## config.mk

```make
export PLATFORM = sky130hd
export DESIGN_NAME = rs_dec_ctrl_flat
export DESIGN_NICKNAME = d
export VERILOG_FILES = /design/src/rtl/rs_dec_ctrl_if.sv /design/src/rtl/rs_dec_ctrl.sv /design/src/flat_wrapper.sv
export SDC_FILE = /design/constraint.sdc
export NUM_CORES = 1
export LEC_CHECK = 0
export ABC_AREA = 1
export BUFFER_PORTS_ARGS = -buffer_cell sky130_fd_sc_hd__buf_2
export CAP_MARGIN = 20
export CORE_MARGIN = 2
export CORE_UTILIZATION = 55
export CTS_BUF_LIST = sky130_fd_sc_hd__clkbuf_4 sky130_fd_sc_hd__clkbuf_8
export CTS_CLUSTER_DIAMETER = 80
export DETAILED_ROUTE_END_ITERATION = 8
export GPL_TIMING_DRIVEN = 0
export PLACE_DENSITY_LB_ADDON = 0.12
export SLEW_MARGIN = 40
export SYNTH_ARGS = -nofsm -noshare
export SYNTH_HDL_FRONTEND = slang
export SYNTH_SLANG_ARGS = --single-unit
```

## constraint.sdc

```tcl
create_clock -name clk -period 5.1 [get_ports clk]
set_clock_uncertainty 0.05 [all_clocks]
set_input_delay 0.255 -clock clk [delete_from_list [all_inputs] [get_ports clk]]
set_output_delay 0.255 -clock clk [all_outputs]
set_load 0.02 [all_outputs]
```

## src/rtl/rs_dec_ctrl_if.sv

```systemverilog
// Handshake and strobe bundle between the RS(15,9) decoder controller, its
// symbol source, the decoder datapath stages and the result consumer.
interface rs_dec_ctrl_if #(
  parameter int WORD_WIDTH = 4
);
  logic                  sym_valid;
  logic [WORD_WIDTH-1:0] sym_data;
  logic                  sym_ready;
  logic                  syn_en;
  logic                  syn_first;
  logic [WORD_WIDTH-1:0] syn_data;
  logic                  syn_zero;
  logic                  kes_start;
  logic                  kes_done;
  logic [WORD_WIDTH-1:0] num_err;
  logic                  chien_start;
  logic                  chien_done;
  logic [WORD_WIDTH-1:0] chien_cnt;
  logic                  frn_en;
  logic                  frn_ready;
  logic                  res_valid;
  logic                  res_ready;
  logic [1:0]            res_status;
  logic [WORD_WIDTH-1:0] res_num_err;
  logic                  busy;

  modport master (
    input  sym_valid, sym_data, syn_zero, kes_done, num_err,
           chien_done, chien_cnt, frn_ready, res_ready,
    output sym_ready, syn_en, syn_first, syn_data, kes_start,
           chien_start, frn_en, res_valid, res_status, res_num_err, busy
  );

  modport slave (
    output sym_valid, sym_data, syn_zero, kes_done, num_err,
           chien_done, chien_cnt, frn_ready, res_ready,
    input  sym_ready, syn_en, syn_first, syn_data, kes_start,
           chien_start, frn_en, res_valid, res_status, res_num_err, busy
  );
endinterface

```

## src/rtl/rs_dec_ctrl.sv

```systemverilog
// RS(15,9) decoder sequencing controller: loads a codeword into the syndrome
// stage, steps through key-equation, Chien and Forney, and reports a status.
module rs_dec_ctrl #(
  parameter int WORD_WIDTH = 4,
  parameter int N_NUM      = 15,
  parameter int T_NUM      = 3,
  parameter int TIMEOUT    = 31
) (
  input  logic          clk,
  input  logic          rst,
  rs_dec_ctrl_if.master bus
);

  typedef enum logic [2:0] {
    S_IDLE   = 3'd0,
    S_LOAD   = 3'd1,
    S_SYN    = 3'd2,
    S_KES    = 3'd3,
    S_CHIEN  = 3'd4,
    S_FORNEY = 3'd5,
    S_RESULT = 3'd6
  } state_e;

  localparam logic [3:0]            LAST_IDX = 4'(N_NUM - 1);
  localparam logic [4:0]            TMO_LAST = 5'(TIMEOUT - 1);
  localparam logic [WORD_WIDTH-1:0] T_MAX    = WORD_WIDTH'(T_NUM);
  localparam logic [WORD_WIDTH-1:0] ZERO_W   = {WORD_WIDTH{1'b0}};
  localparam logic [1:0] ST_CLEAN = 2'b00;
  localparam logic [1:0] ST_CORR  = 2'b01;
  localparam logic [1:0] ST_UNCOR = 2'b10;
  localparam logic [1:0] ST_TMO   = 2'b11;

  state_e                state_q, state_d;
  logic [3:0]            cnt_q, cnt_d;
  logic [4:0]            tmr_q, tmr_d;
  logic                  sym_ready_q, sym_ready_d;
  logic                  syn_en_q, syn_en_d;
  logic                  syn_first_q, syn_first_d;
  logic [WORD_WIDTH-1:0] syn_data_q, syn_data_d;
  logic                  kes_start_q, kes_start_d;
  logic                  chien_start_q, chien_start_d;
  logic                  frn_en_q, frn_en_d;
  logic                  res_valid_q, res_valid_d;
  logic [1:0]            res_status_q, res_status_d;
  logic [WORD_WIDTH-1:0] res_num_err_q, res_num_err_d;
  logic [WORD_WIDTH-1:0] num_err_q, num_err_d;
  logic                  busy_q, busy_d;
  logic                  accept_s;
  logic                  done_ok_s;
  logic                  timeout_s;

  // State and output registers; reset clears every output including sym_ready.
  always_ff @(posedge clk) begin
    if (rst) begin
      state_q       <= S_IDLE;
      cnt_q         <= 4'd0;
      tmr_q         <= 5'd0;
      sym_ready_q   <= 1'b0;
      syn_en_q      <= 1'b0;
      syn_first_q   <= 1'b0;
      syn_data_q    <= ZERO_W;
      kes_start_q   <= 1'b0;
      chien_start_q <= 1'b0;
      frn_en_q      <= 1'b0;
      res_valid_q   <= 1'b0;
      res_status_q  <= 2'b00;
      res_num_err_q <= ZERO_W;
      num_err_q     <= ZERO_W;
      busy_q        <= 1'b0;
    end else begin
      state_q       <= state_d;
      cnt_q         <= cnt_d;
      tmr_q         <= tmr_d;
      sym_ready_q   <= sym_ready_d;
      syn_en_q      <= syn_en_d;
      syn_first_q   <= syn_first_d;
      syn_data_q    <= syn_data_d;
      kes_start_q   <= kes_start_d;
      chien_start_q <= chien_start_d;
      frn_en_q      <= frn_en_d;
      res_valid_q   <= res_valid_d;
      res_status_q  <= res_status_d;
      res_num_err_q <= res_num_err_d;
      num_err_q     <= num_err_d;
      busy_q        <= busy_d;
    end
  end

  // Next-state and next-output logic; a done beats a timeout in the same cycle.
  always_comb begin
    state_d       = state_q;
    cnt_d         = cnt_q;
    tmr_d         = 5'd0;
    sym_ready_d   = 1'b0;
    kes_start_d   = 1'b0;
    chien_start_d = 1'b0;
    frn_en_d      = 1'b0;
    res_valid_d   = res_valid_q;
    res_status_d  = res_status_q;
    res_num_err_d = res_num_err_q;
    num_err_d     = num_err_q;

    accept_s    = bus.sym_valid & sym_ready_q;
    done_ok_s   = (tmr_q >= 5'd2);
    timeout_s   = (tmr_q == TMO_LAST);
    syn_en_d    = accept_s;
    syn_first_d = accept_s & (cnt_q == 4'd0);
    syn_data_d  = accept_s ? bus.sym_data : syn_data_q;

    case (state_q)
      S_IDLE, S_LOAD: begin
        sym_ready_d = 1'b1;
        if (accept_s) begin
          if (cnt_q == LAST_IDX) begin
            cnt_d       = 4'd0;
            sym_ready_d = 1'b0;
            state_d     = S_SYN;
          end else begin
            cnt_d   = cnt_q + 4'd1;
            state_d = S_LOAD;
          end
        end else begin
          state_d = state_q;
        end
      end
      S_SYN: begin
        tmr_d = tmr_q + 5'd1;
        // Syndromes settle one cycle after the last forwarded symbol.
        if (tmr_q == 5'd1) begin
          tmr_d = 5'd0;
          if (bus.syn_zero) begin
            state_d       = S_RESULT;
            res_valid_d   = 1'b1;
            res_status_d  = ST_CLEAN;
            res_num_err_d = ZERO_W;
          end else begin
            state_d     = S_KES;
            kes_start_d = 1'b1;
          end
        end else begin
          state_d = state_q;
        end
      end
      S_KES: begin
        tmr_d = tmr_q + 5'd1;
        if (done_ok_s && bus.kes_done) begin
          tmr_d     = 5'd0;
          num_err_d = bus.num_err;
          if ((bus.num_err == ZERO_W) || (bus.num_err > T_MAX)) begin
            state_d       = S_RESULT;
            res_valid_d   = 1'b1;
            res_status_d  = ST_UNCOR;
            res_num_err_d = bus.num_err;
          end else begin
            state_d       = S_CHIEN;
            chien_start_d = 1'b1;
          end
        end else if (timeout_s) begin
          state_d       = S_RESULT;
          res_valid_d   = 1'b1;
          res_status_d  = ST_TMO;
          res_num_err_d = ZERO_W;
        end else begin
          state_d = state_q;
        end
      end
      S_CHIEN: begin
        tmr_d = tmr_q + 5'd1;
        if (done_ok_s && bus.chien_done) begin
          tmr_d = 5'd0;
          if (bus.chien_cnt != num_err_q) begin
            state_d       = S_RESULT;
            res_valid_d   = 1'b1;
            res_status_d  = ST_UNCOR;
            res_num_err_d = num_err_q;
          end else begin
            state_d  = S_FORNEY;
            frn_en_d = 1'b1;
          end
        end else if (timeout_s) begin
          state_d       = S_RESULT;
          res_valid_d   = 1'b1;
          res_status_d  = ST_TMO;
          res_num_err_d = ZERO_W;
        end else begin
          state_d = state_q;
        end
      end
      S_FORNEY: begin
        tmr_d = tmr_q + 5'd1;
        if (done_ok_s && bus.frn_ready) begin
          tmr_d         = 5'd0;
          state_d       = S_RESULT;
          res_valid_d   = 1'b1;
          res_status_d  = ST_CORR;
          res_num_err_d = num_err_q;
        end else if (timeout_s) begin
          state_d       = S_RESULT;
          res_valid_d   = 1'b1;
          res_status_d  = ST_TMO;
          res_num_err_d = ZERO_W;
        end else begin
          state_d = state_q;
        end
      end
      S_RESULT: begin
        if (bus.res_ready) begin
          state_d       = S_IDLE;
          res_valid_d   = 1'b0;
          res_status_d  = 2'b00;
          res_num_err_d = ZERO_W;
          sym_ready_d   = 1'b1;
        end else begin
          state_d = state_q;
        end
      end
      default: begin
        state_d = S_IDLE;
      end
    endcase

    busy_d = (state_d != S_IDLE);
  end

  assign bus.sym_ready   = sym_ready_q;
  assign bus.syn_en      = syn_en_q;
  assign bus.syn_first   = syn_first_q;
  assign bus.syn_data    = syn_data_q;
  assign bus.kes_start   = kes_start_q;
  assign bus.chien_start = chien_start_q;
  assign bus.frn_en      = frn_en_q;
  assign bus.res_valid   = res_valid_q;
  assign bus.res_status  = res_status_q;
  assign bus.res_num_err = res_num_err_q;
  assign bus.busy        = busy_q;

endmodule

```

## src/flat_wrapper.sv

```systemverilog
// flat-port wrapper written by rule: the top's interface ports become plain ports
module rs_dec_ctrl_flat 
#(
  parameter int WORD_WIDTH = 4,
  parameter int N_NUM      = 15,
  parameter int T_NUM      = 3,
  parameter int TIMEOUT    = 31
)
  (clk, rst, bus_sym_valid, bus_sym_data, bus_syn_zero, bus_kes_done, bus_num_err, bus_chien_done, bus_chien_cnt, bus_frn_ready, bus_res_ready, bus_sym_ready, bus_syn_en, bus_syn_first, bus_syn_data, bus_kes_start, bus_chien_start, bus_frn_en, bus_res_valid, bus_res_status, bus_res_num_err, bus_busy);
  rs_dec_ctrl_if #(.WORD_WIDTH(WORD_WIDTH)) bus_i ();
  input  logic clk;
  input  logic rst;
  input wire logic [$bits(bus_i.sym_valid)-1:0] bus_sym_valid;
  input wire logic [$bits(bus_i.sym_data)-1:0] bus_sym_data;
  input wire logic [$bits(bus_i.syn_zero)-1:0] bus_syn_zero;
  input wire logic [$bits(bus_i.kes_done)-1:0] bus_kes_done;
  input wire logic [$bits(bus_i.num_err)-1:0] bus_num_err;
  input wire logic [$bits(bus_i.chien_done)-1:0] bus_chien_done;
  input wire logic [$bits(bus_i.chien_cnt)-1:0] bus_chien_cnt;
  input wire logic [$bits(bus_i.frn_ready)-1:0] bus_frn_ready;
  input wire logic [$bits(bus_i.res_ready)-1:0] bus_res_ready;
  output wire logic [$bits(bus_i.sym_ready)-1:0] bus_sym_ready;
  output wire logic [$bits(bus_i.syn_en)-1:0] bus_syn_en;
  output wire logic [$bits(bus_i.syn_first)-1:0] bus_syn_first;
  output wire logic [$bits(bus_i.syn_data)-1:0] bus_syn_data;
  output wire logic [$bits(bus_i.kes_start)-1:0] bus_kes_start;
  output wire logic [$bits(bus_i.chien_start)-1:0] bus_chien_start;
  output wire logic [$bits(bus_i.frn_en)-1:0] bus_frn_en;
  output wire logic [$bits(bus_i.res_valid)-1:0] bus_res_valid;
  output wire logic [$bits(bus_i.res_status)-1:0] bus_res_status;
  output wire logic [$bits(bus_i.res_num_err)-1:0] bus_res_num_err;
  output wire logic [$bits(bus_i.busy)-1:0] bus_busy;
  assign bus_i.sym_valid = bus_sym_valid;
  assign bus_i.sym_data = bus_sym_data;
  assign bus_i.syn_zero = bus_syn_zero;
  assign bus_i.kes_done = bus_kes_done;
  assign bus_i.num_err = bus_num_err;
  assign bus_i.chien_done = bus_chien_done;
  assign bus_i.chien_cnt = bus_chien_cnt;
  assign bus_i.frn_ready = bus_frn_ready;
  assign bus_i.res_ready = bus_res_ready;
  assign bus_sym_ready = bus_i.sym_ready;
  assign bus_syn_en = bus_i.syn_en;
  assign bus_syn_first = bus_i.syn_first;
  assign bus_syn_data = bus_i.syn_data;
  assign bus_kes_start = bus_i.kes_start;
  assign bus_chien_start = bus_i.chien_start;
  assign bus_frn_en = bus_i.frn_en;
  assign bus_res_valid = bus_i.res_valid;
  assign bus_res_status = bus_i.res_status;
  assign bus_res_num_err = bus_i.res_num_err;
  assign bus_busy = bus_i.busy;
  rs_dec_ctrl #(.WORD_WIDTH(WORD_WIDTH), .N_NUM(N_NUM), .T_NUM(T_NUM), .TIMEOUT(TIMEOUT)) u_core (.clk(clk), .rst(rst), .bus(bus_i));
endmodule
```

# Yosys cells after proc, flatten, opt, wreduce, memory -nomap -nowiden
# Cells that the tools add are included.
[word_totals] out_inout_bits=18 input_bits=20 register_bits=34 wordCells=113
[classes] eq_ne=15 bitwise_logic=8 muxes=55 add_sub_neg=2 magnitude_cmp=2 reduce_logical=16
[ops] cell="$mux 4" count=10
[ops] cell="$mux 2" count=12
[ops] cell="$mux 3" count=8
[ops] cell="$mux 5" count=4
[ops] cell="$pmux 4 s5" count=1
[ops] cell="$pmux 5 s4" count=1
[ops] cell="$pmux 3 s6" count=1
[ops] cell="$mux 1" count=15
[ops] cell="$pmux 2 s5" count=1
[ops] cell="$eq 3x3->1 const B" count=3
[ops] cell="$reduce_or 3->1" count=3
[ops] cell="$logic_not 4->1" count=2
[ops] cell="$eq 3x2->1 const B" count=2
[ops] cell="$ne 3x3->1 const B" count=2
[ops] cell="$not 1->1" count=6
[ops] cell="$reduce_and 6->1" count=1
[ops] cell="$add 5x1->5 const B" count=1
[ops] cell="$eq 5x1->1 const B" count=1
[ops] cell="$eq 5x5->1 const B" count=1
[ops] cell="$ge 5x2->1 const B" count=1
[ops] cell="$pmux 1 s5" count=1
[ops] cell="$reduce_bool 5->1" count=1
[ops] cell="$add 4x1->4 const B" count=1
[ops] cell="$eq 4x4->1 const B" count=1
[ops] cell="13 further kinds" count=18

# Logic depth before layout (Yosys ltp)
# Gate-level depths: netlist of the first run.
[depth] depth_word=6 ltp_mapped=11 mapped_depth_nobuf=11

# Least setup slack after synthesis of the first run
# Ideal clock, no wire load.
[synth_path] path_kind="register -> register" from="reg u_core.tmr_q[0]" to="reg u_core.res_status_q[0] (netlist: u_core.bus.res_status[0])" n_path_buf=0 setup_time_ns=0.114 stages_incl_launch_ff=11 synth_period_minus_slack_ns=1.662 arrival_ns=1.498 slack_ns=3.438 required_ns=4.936 cell_sequence="dfxtp_1 > inv_1 > ha_1 > nor2_1 > nand3_4 > nand2_4 > nor2_2 > nor2_1 > nand3_2 > a21oi_1 > nor2_1"
[synth_via] elab_chain_len=4 word_cells_on_any_way=15 cone_classes="order compare: 1; eq/ne: 5; mux: 5; reduce/logical: 4"
[synth_rtl] item="start, declared" line_no="rs_dec_ctrl.sv:35" rtl="logic [4:0] tmr_q, tmr_d;"
[synth_rtl] item="start signal, assigned" line_no="rs_dec_ctrl.sv:73" rtl="tmr_q <= tmr_d;"
[synth_rtl] item="$ge 5x2->1 or $eq 5x5->1 (tied branches)" line_no="rs_dec_ctrl.sv:104, rs_dec_ctrl.sv:105"
[synth_rtl] item="$logic_and 1x1->1, or another cell as far along" line_no="rs_dec_ctrl.sv:169" rtl="if (done_ok_s && bus.chien_done) begin"
[synth_rtl] item="$ne 3x3->1 (no source line), or another cell as far along"
[synth_rtl] item="$reduce_and 6->1 (no source line) or $pmux 2 s5 (tied branches)"
[synth_rtl] item="end signal, assigned" line_no="rs_dec_ctrl.sv:82" rtl="res_status_q <= res_status_d;"
[synth_rtl] item="end, declared" line_no="rs_dec_ctrl.sv:44" rtl="logic [1:0] res_status_q, res_status_d;"
# Parallel ways exist; a longest one is shown, timed or not.
# A chain may end at the register's enable or synchronous reset.

# Worst setup path in the final report of the first run
# Ends and elaborated chain as after synthesis.

==> results of run 1 <==
## cell families (layout without fill, tap and decap cells)
kind of cell / after synthesis / count (layout)
and+or+nand+nor: 195 / 195
AOI/OAI and AO/OA: 29 / 29
DFF: 34 / 34
xor gates and xnor gates: 9 / 9
adders and majority gates: 3 / 3
buffers and inverters: 46 / 90
## layout by cell type, fill, tap and decap left out
cell,Yosys,final
o21ai_1,2,2
clkinv_2,0,1
a21oi_1,16,16
nor2_4,1,1
nor2_2,5,5
nand2_4,1,1
clkbuf_4,0,6
nand2_2,2,2
inv_1,34,34
o21ai_2,1,1
o21ai_0,7,7
clkbuf_1,2,2
nand3b_1,1,1
xnor2_1,4,4
ha_1,3,3
a21oi_2,1,1
buf_2,2,38
dfxtp_1,34,34
nand3_4,1,1
nor2_1,45,45
xor2_1,5,5
nor4_1,1,1
a211oi_1,1,1
or2_1,1,1
nand2_1,88,88
nand4_1,1,1
nand3_2,6,6
clkbuf_8,0,1
nand3_1,42,42
o211ai_1,1,1
inv_2,7,7
buf_6,1,1
## state kept, by name (all words and copies together) (netlist names), 2 cells and up
register,flops
u_core.cnt_q,4
u_core.num_err_q,4
u_core.tmr_q,5
u_core.bus.res_num_err,4
u_core.bus.res_status,2
u_core.bus.syn_data,4
u_core.state_q,3
## per-layer routing
metal | vias up | part of all wire | wire, µm
met2 | 46 | 0.49 | 2206
li1 | 1084 | - | -
met3 | 9 | 0.053 | 239
met1 | 905 | 0.44 | 1994
met5 | - | 0 | 0
met4 | 0 | 0.016 | 74
## cell type report
cell class,instances,share of cell area
multi-input combinational,236,0.4976
timing repair buffer,36,0.07771
clock buffer,7,0.02536
inverter,41,0.06638
buffer,5,0.01241
tap,46,0.02482
sequential,34,0.2936
clock inverter,1,0.002159
## path summary, 6_finish.rpt
kind | start | to | slack (ns) | cells past startpoint
worst max-delay path | u_core.tmr_q[0] | u_core.bus.res_status[0] | 3.18 | 10
worst min-delay path | bus_sym_data[0] | u_core.bus.syn_data[0] | 0.10 | 3
worst max register to register | u_core.tmr_q[0] | u_core.bus.res_status[0] | 3.18 | 10
worst min register to register | u_core.cnt_q[2] | u_core.bus.syn_first | 0.39 | 1
## worst register-to-register path, delay by kind of cell (launching register included)
kind / cells / cell delay [ns]
DFF: 1 / 0.42
adders and majority gates: 1 / 0.21
buffers and inverters: 1 / 0.07
AOI/OAI and AO/OA: 1 / 0.17
and+or+nand+nor: 7 / 0.90
## per-stage QoR
step | cell area, µm² | utilization | power, µW
floorplan | 2017 | - | 303.4
global placement | 2255 | 0.6601 | 321.3
detailed placement | 2255 | 0.6601 | 322.0
CTS | 2318 | 0.6788 | 482.7
global route | 2318 | 0.6788 | 497.2
finish | 2318 | 0.6788 | 476.8
## power by group through the flow
stage                     logic, µW  clock network, µW  registers [µW]
final                          42.4                161             274
after global routing           47.3                176             274
after CTS                      42.6                167             274
after detailed placement       42.4                  0             280
after global placement         41.7                  0             280
after floorplan                19.1                  0             284
==> summary.txt, run 1 <==
Route
  – First DRT Iteration DRCs: 161
  – Via count: 2044
  – Vias per inst: 5.034
  – DRC viols: 0
  – Drt wl/cell: ~11 µm
  – Router iterations before antenna repair: 4
  – DRT Wirelength: approximately 4500 µm
  – Antenna Nets Post-Route: 0

Finish
  – N_diodes: 0
  – Area of the multi-input gates: between 1000 and 1500 µm²
  – Register Area: 680.7 µm²
  – Layout cells sized above 1: 0.2000
  – Nets: 382
  – Fill cell count: 334
  – Fin cells: 406
  – Area Overhead vs Synth: 14.95%

Critical path
  – Crit path cell chain: inv_1 > ha_1 > nor2_1 > nand3_4 > nand2_4 > nor2_2 > nor2_1 > nand3_2 > a21oi_1 > nor2_1
  – Crit Path Category: reg2reg
  – Critical Path End Type: flip-flop
  – Cell mode on critical path: nor2_1
  – Worst Path Arrival: 2.11 ns
  – Worst Path Required: ~5.3 ns
  – Largest stage delay, worst path: 0.42 ns
  – Critical path's slowest cell: dfxtp_1
  – Delay-heaviest family, CP: simple AND/OR/NAND/NOR gates
  – Worst path bufs/invs: 1
  – CP Max Fanout: 9
  – CP startpoint kind: flip-flop

Logic synthesis
  – Complex-gate fraction of the synthesized area: 0.07816
  – Synth cell count leaders: nand2_1 (88), nor2_1 (45), nand3_1 (42)
  – XOR/XNOR Fraction of Synth Area: 0.03908
  – Post-synthesis cell count: around 320
  – Most common cell in the netlist: nand2_1
  – Largest area contributor in the netlist: dfxtp_1
  – Synth Flop Type: dfxtp_1
  – Largest family of logic cells by synthesized area: simple AND/OR/NAND/NOR gates
  – Post-synth EDFFs: 0
  – Area contributors post-synth: dfxtp_1 (34%), nand2_1 (16%), nand3_1 (10%)
  – Mapped Nets: around 340
  – Sequential fraction of the synthesis area: 0.3375
  – Synthesized flop and latch total: 34
  – Post-synth ARST share: 0
  – Adder-Cell Fraction of Synth Area: 0.01861
  – Post-Synth Simple-Gate Area: 0.4361
  – Mean Syn Cell Area: roughly 6.4 µm²
  – Synthesized cell area: between 2000 and 2500 µm²
  – Yosys warnings: 0
  – Synth unique cells: 29
  – Synth top area share: 0.3375
  – Post-synthesis mux area share: 0

Timing
  – Tcrit/Tclk final: 0.3769
  – Setup TNS: 0 ns
  – Fmax: ~520 MHz
  – RSZ-0062 raised after global routing: false
  – Fin crit period: 1.922 ns
  – Final setup viols: 0
  – Hold Slack: 0.1008 ns
  – Final Hold Fails: 0
  – Slew Limit Headroom: 0.6791
  – Final worst slack: roughly 3.2 ns
  – Worst slew pin tran: 0.4814 ns
  – Final Max Tran Viols: 0

Clocking
  – Post-CTS Setup Bufs: 0
  – Resize count post-CTS: 0
  – Clk root buf: clkbuf_4
  – Clock transition at the registers of the reported paths: 0.11 ns
  – CTS sink cnt: 34
  – H-tree Lvls: 2
  – Max Buffers Root-to-Sink: 2
  – Clk_lat worst skew: 0.35 ns
  – Hold_buf cts: 0
  – TritonCTS buffer count: 5
  – CTS tree: yes

Power and ir drop
  – Peak VDD IR: 140.7 µV
  – Internal Power: 358.0 µW
  – Power density over cell area: roughly 210 nW/µm²
  – Combinational fraction of design power: 0.089
  – Pleak: 0.001204 µW
  – Sequential share of power: 0.574
  – Net switching power: 118.8 µW
  – Switching share of power: 0.2492
  – Clk pwr share: 0.337

Global routing
  – First-pass GRT wire length: 7824 µm
  – GR Overflow Total: 0
  – Met3 usage: 0.04861
  – Vias in the first global route: 1873
  – Routing usage on met2: 0.4102
  – GR peak layer: met2
  – GRT Overall Usage: 0.2370
  – Met1 Use GR: 0.2865
  – Largest net degree at the start of global routing: 11
  – Antenna violations before repair: 0

Hold path
  – Hold Crit Class: in2reg

Floorplanning
  – IO Count: 38
  – Core area: 3416 µm²
  – Die W: 64.56 µm
  – Die area: 4167 µm²
  – Initial Util: 0.5905
  – Chip height: between 60 and 70 µm
  – Cell Rows: 21

Place
  – Pre-CTS setup slack: 3.184 ns
  – HPWL Detailed: 3488 µm
  – Routability cong.: 0.8631
  – Placed cell count: 398
  – IO Port Bufs: 36

Run status
  – Outcome: completed

Job
  – Max-Cap Viols: 0
(Power assumes the default switching activity.)
==> inputs of run 2 (changes only) <==
--- a/config.mk
+++ b/config.mk
@@ -5,11 +5,11 @@
 export SDC_FILE = /design/constraint.sdc
 export NUM_CORES = 1
 export LEC_CHECK = 0
-export ABC_AREA = 1
+export ABC_AREA = 0
 export BUFFER_PORTS_ARGS = -buffer_cell sky130_fd_sc_hd__buf_2
 export CAP_MARGIN = 20
 export CORE_MARGIN = 2
-export CORE_UTILIZATION = 55
+export CORE_UTILIZATION = 50
 export CTS_BUF_LIST = sky130_fd_sc_hd__clkbuf_4 sky130_fd_sc_hd__clkbuf_8
 export CTS_CLUSTER_DIAMETER = 80
 export DETAILED_ROUTE_END_ITERATION = 8
==> constraint.sdc (replaced) <==
create_clock -name clk -period 1.7 [get_ports clk]
set_clock_uncertainty 0.05 [all_clocks]
set_input_delay 0.085 -clock clk [delete_from_list [all_inputs] [get_ports clk]]
set_output_delay 0.085 -clock clk [all_outputs]
set_load 0.02 [all_outputs]
==> summary.txt, run 2 <==
Run status
  – Outcome: finished, violations left
  – Failing checks: setup timing

Power and ir drop
  – Pleak: 0.001033 µW
  – Combinational fraction of design power: 0.097
  – Sequential share of power: 0.511
  – Internal Power: roughly 1200 µW
  – Power density over cell area: 633.1 nW/µm²
  – Net switching power: 374.0 µW
  – Clk pwr share: 0.392
  – Switching share of power: 0.2355
  – Peak VDD IR: 450.5 µV

Timing
  – RSZ-0062 raised after global routing: true
  – Final Hold Fails: 0
  – Hold Slack: 0.07907 ns
  – Slew Limit Headroom: 0.5504
  – Fin crit period: 1.841 ns
  – Worst slew pin tran: 0.6712 ns
  – Final worst slack: -0.1413 ns
  – Tcrit/Tclk final: 1.083
  – Final setup viols: 9
  – Final Max Tran Viols: 0
  – Fmax: 543.1 MHz

Route
  – First DRT Iteration DRCs: 183
  – Drt wl/cell: roughly 16 µm
  – Via count: 1794
  – Router iterations before antenna repair: 5
  – DRC viols: 0
  – Antenna Nets Post-Route: 0
  – DRT Wirelength: 4957 µm
  – Vias per inst: 5.659

Logic synthesis
  – Yosys warnings: 0
  – Synth unique cells: 52
  – Synth top area share: 0.3908
  – Post-synth ARST share: 0
  – Synthesized cell area: ~1700 µm²
  – Largest area contributor in the netlist: dfxtp_1
  – Area contributors post-synth: dfxtp_1 (39%), a21oi_1 (5.5%), nand2_1 (5.2%)
  – Mapped Nets: 224
  – Synth Flop Type: dfxtp_1
  – Synthesized flop and latch total: 34
  – Sequential fraction of the synthesis area: 0.3908
  – Post-synthesis cell count: 201
  – Synth cell count leaders: dfxtp_1 (34), nand2_1 (24), a21oi_1 (19)
  – Mean Syn Cell Area: 8.665 µm²
  – Most common cell in the netlist: dfxtp_1
  – Post-synth EDFFs: 0

Floorplanning
  – Cell Rows: 21
  – Initial Util: 0.5219
  – Core area: 3337 µm²
  – Chip height: about 63 µm
  – IO Count: 38
  – Die W: between 60 and 70 µm
  – Die area: 3972 µm²

Critical path
  – Crit Path Category: reg2reg
  – CP endpoint: u_core.bus.res_num_err[0]
  – CP Max Fanout: 7
  – Critical Path End Type: flip-flop
  – Critical path's slowest cell: or3_4
  – Register-to-Register Setup Slack: -0.14 ns
  – Worst setup path start: u_core.tmr_q[0]
  – Crit path cell chain: inv_2 > ha_4 > nor2_4 > a21boi_4 > and3_4 > or3_4 > o32ai_2
  – Worst R2R End: u_core.bus.res_num_err[0]
  – CP startpoint kind: flip-flop
  – Reg2Reg Depth: 7
  – Worst Path Arrival: 2.07 ns
  – Worst Path Required: 1.93 ns
  – Worst r2r src: u_core.tmr_q[0]
  – Largest stage delay, worst path: around 0.44 ns

Finish
  – Most frequent cells in the layout: buf_2 (38), dfxtp_1 (27), nand2_1 (24), a21oi_1 (17), buf_4 (14)
  – Commonest non-fill, non-tap cell in the layout: buf_2
  – Nets: 293
  – Largest Register: u_core.tmr_q
  – Fin cells: 317
  – Final instance area: 2509 µm²
  – N_diodes: 0
  – Fill cell count: 239
  – Layout cells sized above 1: 0.4244
  – Max reg flops: 5
  – Area Overhead vs Synth: 44.04%

Clocking
  – CTS tree: yes
  – Max Buffers Root-to-Sink: 2
  – Clk root buf: clkbuf_4
  – CTS sink cnt: 34
  – Clock transition at the registers of the reported paths: 0.11 ns
  – Clk_lat worst skew: 0.35 ns
  – TritonCTS buffer count: 5
  – H-tree Lvls: 2

Job
  – Max-Cap Viols: 0

Global routing
  – GRT Overall Usage: 0.2450
  – Vias in the first global route: 1675
  – Largest net degree at the start of global routing: 11
  – GR Overflow Total: 0
  – First-pass GRT wire length: 7624 µm
  – Antenna violations before repair: 0

Hold path
  – Hold path startpoint: bus_res_ready
  – Hold Crit Class: in2reg

Place
  – Placed cell area: 1994 µm²
  – Routability cong.: 0.8189
  – IO Port Bufs: 37
  – HPWL Detailed: 2866 µm
  – Placed cell count: 284
## run 2: cell count changes in the layout (fill, tap and decap cells not counted), sizes merged, moves of 4 or more
cell and delta:
and2 +4, buf +16, clkbuf +4, nor3 +6
a22oi +5, inv -32, dlygate4sd3 +10, o32ai +4
a211oi +4, nor2 -37, nand3 -41, nand2 -67
## run 2: worst min-delay path by stage
stage,to,slack [ns],cells past startpoint
after floorplan,u_core.bus.res_num_err[3],0.15,1
after global placement,u_core.bus.syn_data[3],0.28,3
after detailed placement,u_core.bus.syn_data[1],0.28,3
after CTS,u_core.bus.sym_ready,0.05,3
after global routing,u_core.bus.sym_ready,0.07,3
final,u_core.bus.sym_ready,0.08,3
## run 2: timing repair
item / CTS / global route
endpoints found under the setup margin: 16 / 19
hold endpoints to repair: 10 / 0
hold buffers: 10 / 0
pin swaps: 11 / 16
resized for setup: 30 / 19
buffers inserted: 12 / 5
## run 2: power groups by stage
stage	Sequential, µW	Combinational (µW)	Clock, µW
floorplan	845	52.1	0
global placement	834	115	0
detailed placement	834	116	0
CTS	813	142	630
global route	813	167	670
finish	811	155	622
## run 2: kinds of logic (layout without fill, tap and decap cells)
logic type	Yosys count	count (layout)	share of synthesized area
AND/OR/NAND/NOR	80	80	0.2593
AO/OA/AOI/OAI	58	58	0.2428
flip-flops	34	34	0.3908
buffers and inverters	18	88	0.04454
XOR/XNOR	7	7	0.03520
adder cells (fa/ha/maj)	3	3	0.02155
multiplexers	1	1	0.005747
## run 2: per-layer routing
metal | vias to the layer above | global-route usage | wire length (µm)
li1 | 865 | - | -
met4 | 0 | 0.09722 | 155
met2 | 63 | 0.4255 | 2481
met5 | - | 0 | 0
met1 | 848 | 0.2822 | 2070
met3 | 18 | 0.06847 | 251
## run 2: critical path, delay by kind of cell, from the launching register on
family | cells | cell delay, ns
AOI/OAI and AO/OA | 2 | 0.25
adders and majority gates | 1 | 0.17
buffers and inverters | 1 | 0.05
DFF | 1 | 0.40
and+or+nand+nor | 3 | 0.86
## run 2: final cells by class
cell class / instances / area (µm²) / area share
buffer: 8 / 41.29 / 0.01646
inverter: 9 / 33.78 / 0.01347
tap: 46 / 57.56 / 0.02294
timing repair buffer: 63 / 412.9 / 0.1646
clock buffer: 7 / 52.55 / 0.02095
multi-input combinational: 149 / 1184 / 0.4718
clock inverter: 1 / 30.03 / 0.01197
sequential: 34 / 696.9 / 0.2778
## run 2: stage by stage
stage	setup slack, ns	total power [µW]	setup TNS (ns)	util
detailed placement	-0.2156	949.4	-2.372	0.5977
global route	-0.2203	1650	-2.147	0.7518
global placement	-0.2076	949.1	-2.096	0.5977
floorplan	0.01759	897.4	0	-
CTS	-0.1123	1585	-0.7441	0.7188
finish	-0.1413	1588	-0.9901	0.7518
==> inputs of run 3 (changes only) <==
--- a/config.mk
+++ b/config.mk
@@ -15,6 +15,7 @@
 export DETAILED_ROUTE_END_ITERATION = 8
 export GPL_TIMING_DRIVEN = 0
 export PLACE_DENSITY_LB_ADDON = 0.12
+export RECOVER_POWER = 100
 export SLEW_MARGIN = 40
 export SYNTH_ARGS = -nofsm -noshare
 export SYNTH_HDL_FRONTEND = slang
==> summary.txt, run 3 (synthesis results as in run 2) <==
Route
  – Via count: 1793
  – Drt wl/cell: 15.77 µm
  – DRC viols: 0
  – Router iterations before antenna repair: 6
  – First DRT Iteration DRCs: just under 200
  – DRT Wirelength: 4999 µm
  – Antenna Nets Post-Route: 0
  – Vias per inst: between 5 and 6

Hold path
  – Hold Crit Class: in2reg

Clocking
  – TritonCTS buffer count: 5
  – Clk root buf: clkbuf_4
  – Clock transition at the registers of the reported paths: 0.11 ns
  – Max Buffers Root-to-Sink: 2
  – CTS tree: yes
  – H-tree Lvls: 2
  – CTS sink cnt: 34
  – Clk_lat worst skew: 0.35 ns

Critical path
  – Crit Path Category: reg2reg
  – CP Max Fanout: 7
  – Worst Path Required: a little under 2 ns
  – Worst Path Arrival: between 2 and 2.5 ns
  – Critical Path End Type: flip-flop
  – CP startpoint kind: flip-flop

Power and ir drop
  – Pleak: roughly 0.00096 µW
  – Clk pwr share: 0.393
  – Switching share of power: 0.2372
  – Net switching power: ~380 µW
  – Sequential share of power: 0.511
  – Peak VDD IR: 450.2 µV
  – Combinational fraction of design power: 0.096
  – Internal Power: 1212 µW
  – Power density over cell area: about 640 nW/µm²

Timing
  – Final worst slack: -0.1417 ns
  – Final Max Tran Viols: 0
  – Slew Limit Headroom: 0.5536
  – Tcrit/Tclk final: 1.083
  – RSZ-0062 raised after global routing: true
  – Final Hold Fails: 0
  – Hold Slack: 0.08067 ns
  – Fin crit period: 1.842 ns
  – Fmax: approximately 540 MHz
  – Final setup viols: 9
  – Worst slew pin tran: 0.6664 ns

Finish
  – Largest Register: u_core.tmr_q
  – Most frequent cells in the layout: dfxtp_1 (27), nand2_1 (24), clkbuf_1 (22), buf_2 (20), a21oi_1 (17)
  – Max reg flops: 5
  – Area Overhead vs Synth: 42.74%
  – Nets: approximately 290
  – Layout cells sized above 1: 0.3579
  – Core Util, Final: 0.7450
  – Commonest non-fill, non-tap cell in the layout: dfxtp_1
  – N_diodes: 0
  – Fill cell count: 255

Floorplanning
  – Chip height: approximately 63 µm
  – Core area: 3337 µm²
  – IO Count: 38
  – Initial Util: 0.5219
  – Die W: 63.02 µm
  – Die area: between 3000 and 4000 µm²
  – Cell Rows: 21

Place
  – HPWL Detailed: 2866 µm
  – IO Port Bufs: 37
  – Routability cong.: about 0.8

Job
  – Max-Cap Viols: 0

Global routing
  – Antenna violations before repair: 0
  – First-pass GRT wire length: 7624 µm
  – GRT Overall Usage: 0.2450
  – GR Overflow Total: 0
  – Vias in the first global route: 1675
  – Largest net degree at the start of global routing: 11

Run status
  – Failing checks: setup timing
  – Outcome: finished, violations left
## run 3: layout make-up
type | instances | area (µm²) | share of cell area
Multi-Input combinational cell | 149 | 1184 | 0.4761
Sequential cell | 34 | 696.9 | 0.2803
Timing Repair Buffer | 63 | 390.4 | 0.1570
Tap cell | 46 | 57.56 | 0.02315
Clock buffer | 7 | 52.55 | 0.02114
Buffer | 8 | 41.29 | 0.01661
Inverter | 9 | 33.78 | 0.01359
Clock inverter | 1 | 30.03 | 0.01208
## run 3: path summary, 6_finish.rpt
check                           cells after the start  slack [ns]                        end                    from
worst max register to register                      7       -0.14  u_core.bus.res_num_err[0]         u_core.tmr_q[0]
worst max-delay path                                7       -0.14  u_core.bus.res_num_err[0]         u_core.tmr_q[0]
worst min-delay path                                3        0.08       u_core.bus.sym_ready           bus_res_ready
worst min register to register                      2        0.41     u_core.bus.syn_data[2]  u_core.bus.syn_data[2]
## run 3: what timing repair did
action	4_1_cts	5_1_grt
endpoints found under the setup margin	16	19
pin swaps	11	16
hold buffers	10	0
buffers inserted	12	5
hold endpoints to repair	10	0
resized for setup	30	19
## run 3: per-stage QoR
stage / total power [µW] / TNS (ns) / cell area [µm²] / worst slack, ns / instances
CTS: 1585 / -0.7441 / 2399 / -0.1123 / 314
finish: 1588 / -0.9948 / 2486 / -0.1417 / 317
global route: 1648 / -2.147 / 2486 / -0.2203 / 317
floorplan: 897.4 / 0 / 1752 / 0.01759 / 201
global placement: 949.1 / -2.096 / 1994 / -0.2076 / 284
detailed placement: 949.4 / -2.372 / 1994 / -0.2156 / 284
## run 3: routing by layer
layer | track usage | part of all wire | vias up
met5 | 0 | 0 | -
met4 | 0.09722 | 0.042 | 0
met2 | 0.4255 | 0.49 | 68
met3 | 0.06847 | 0.058 | 26
li1 | - | - | 864
met1 | 0.2822 | 0.41 | 835
## run 3: worst max-delay path, cell delays in order, from the launching register on
cell,delay [ns]
dfxtp_4,0.40
inv_2,0.05
ha_4,0.17
nor2_4,0.21
a21boi_4,0.13
and3_4,0.21
or3_4,0.44
o32ai_2,0.12
## run 3: power groups by stage
stage / Clock, µW / Combinational (µW) / Sequential [µW]
finish: 624 / 153 / 812
global route: 670 / 165 / 813
CTS: 630 / 142 / 813
detailed placement: 0 / 116 / 834
global placement: 0 / 115 / 834
floorplan: 0 / 52.1 / 845
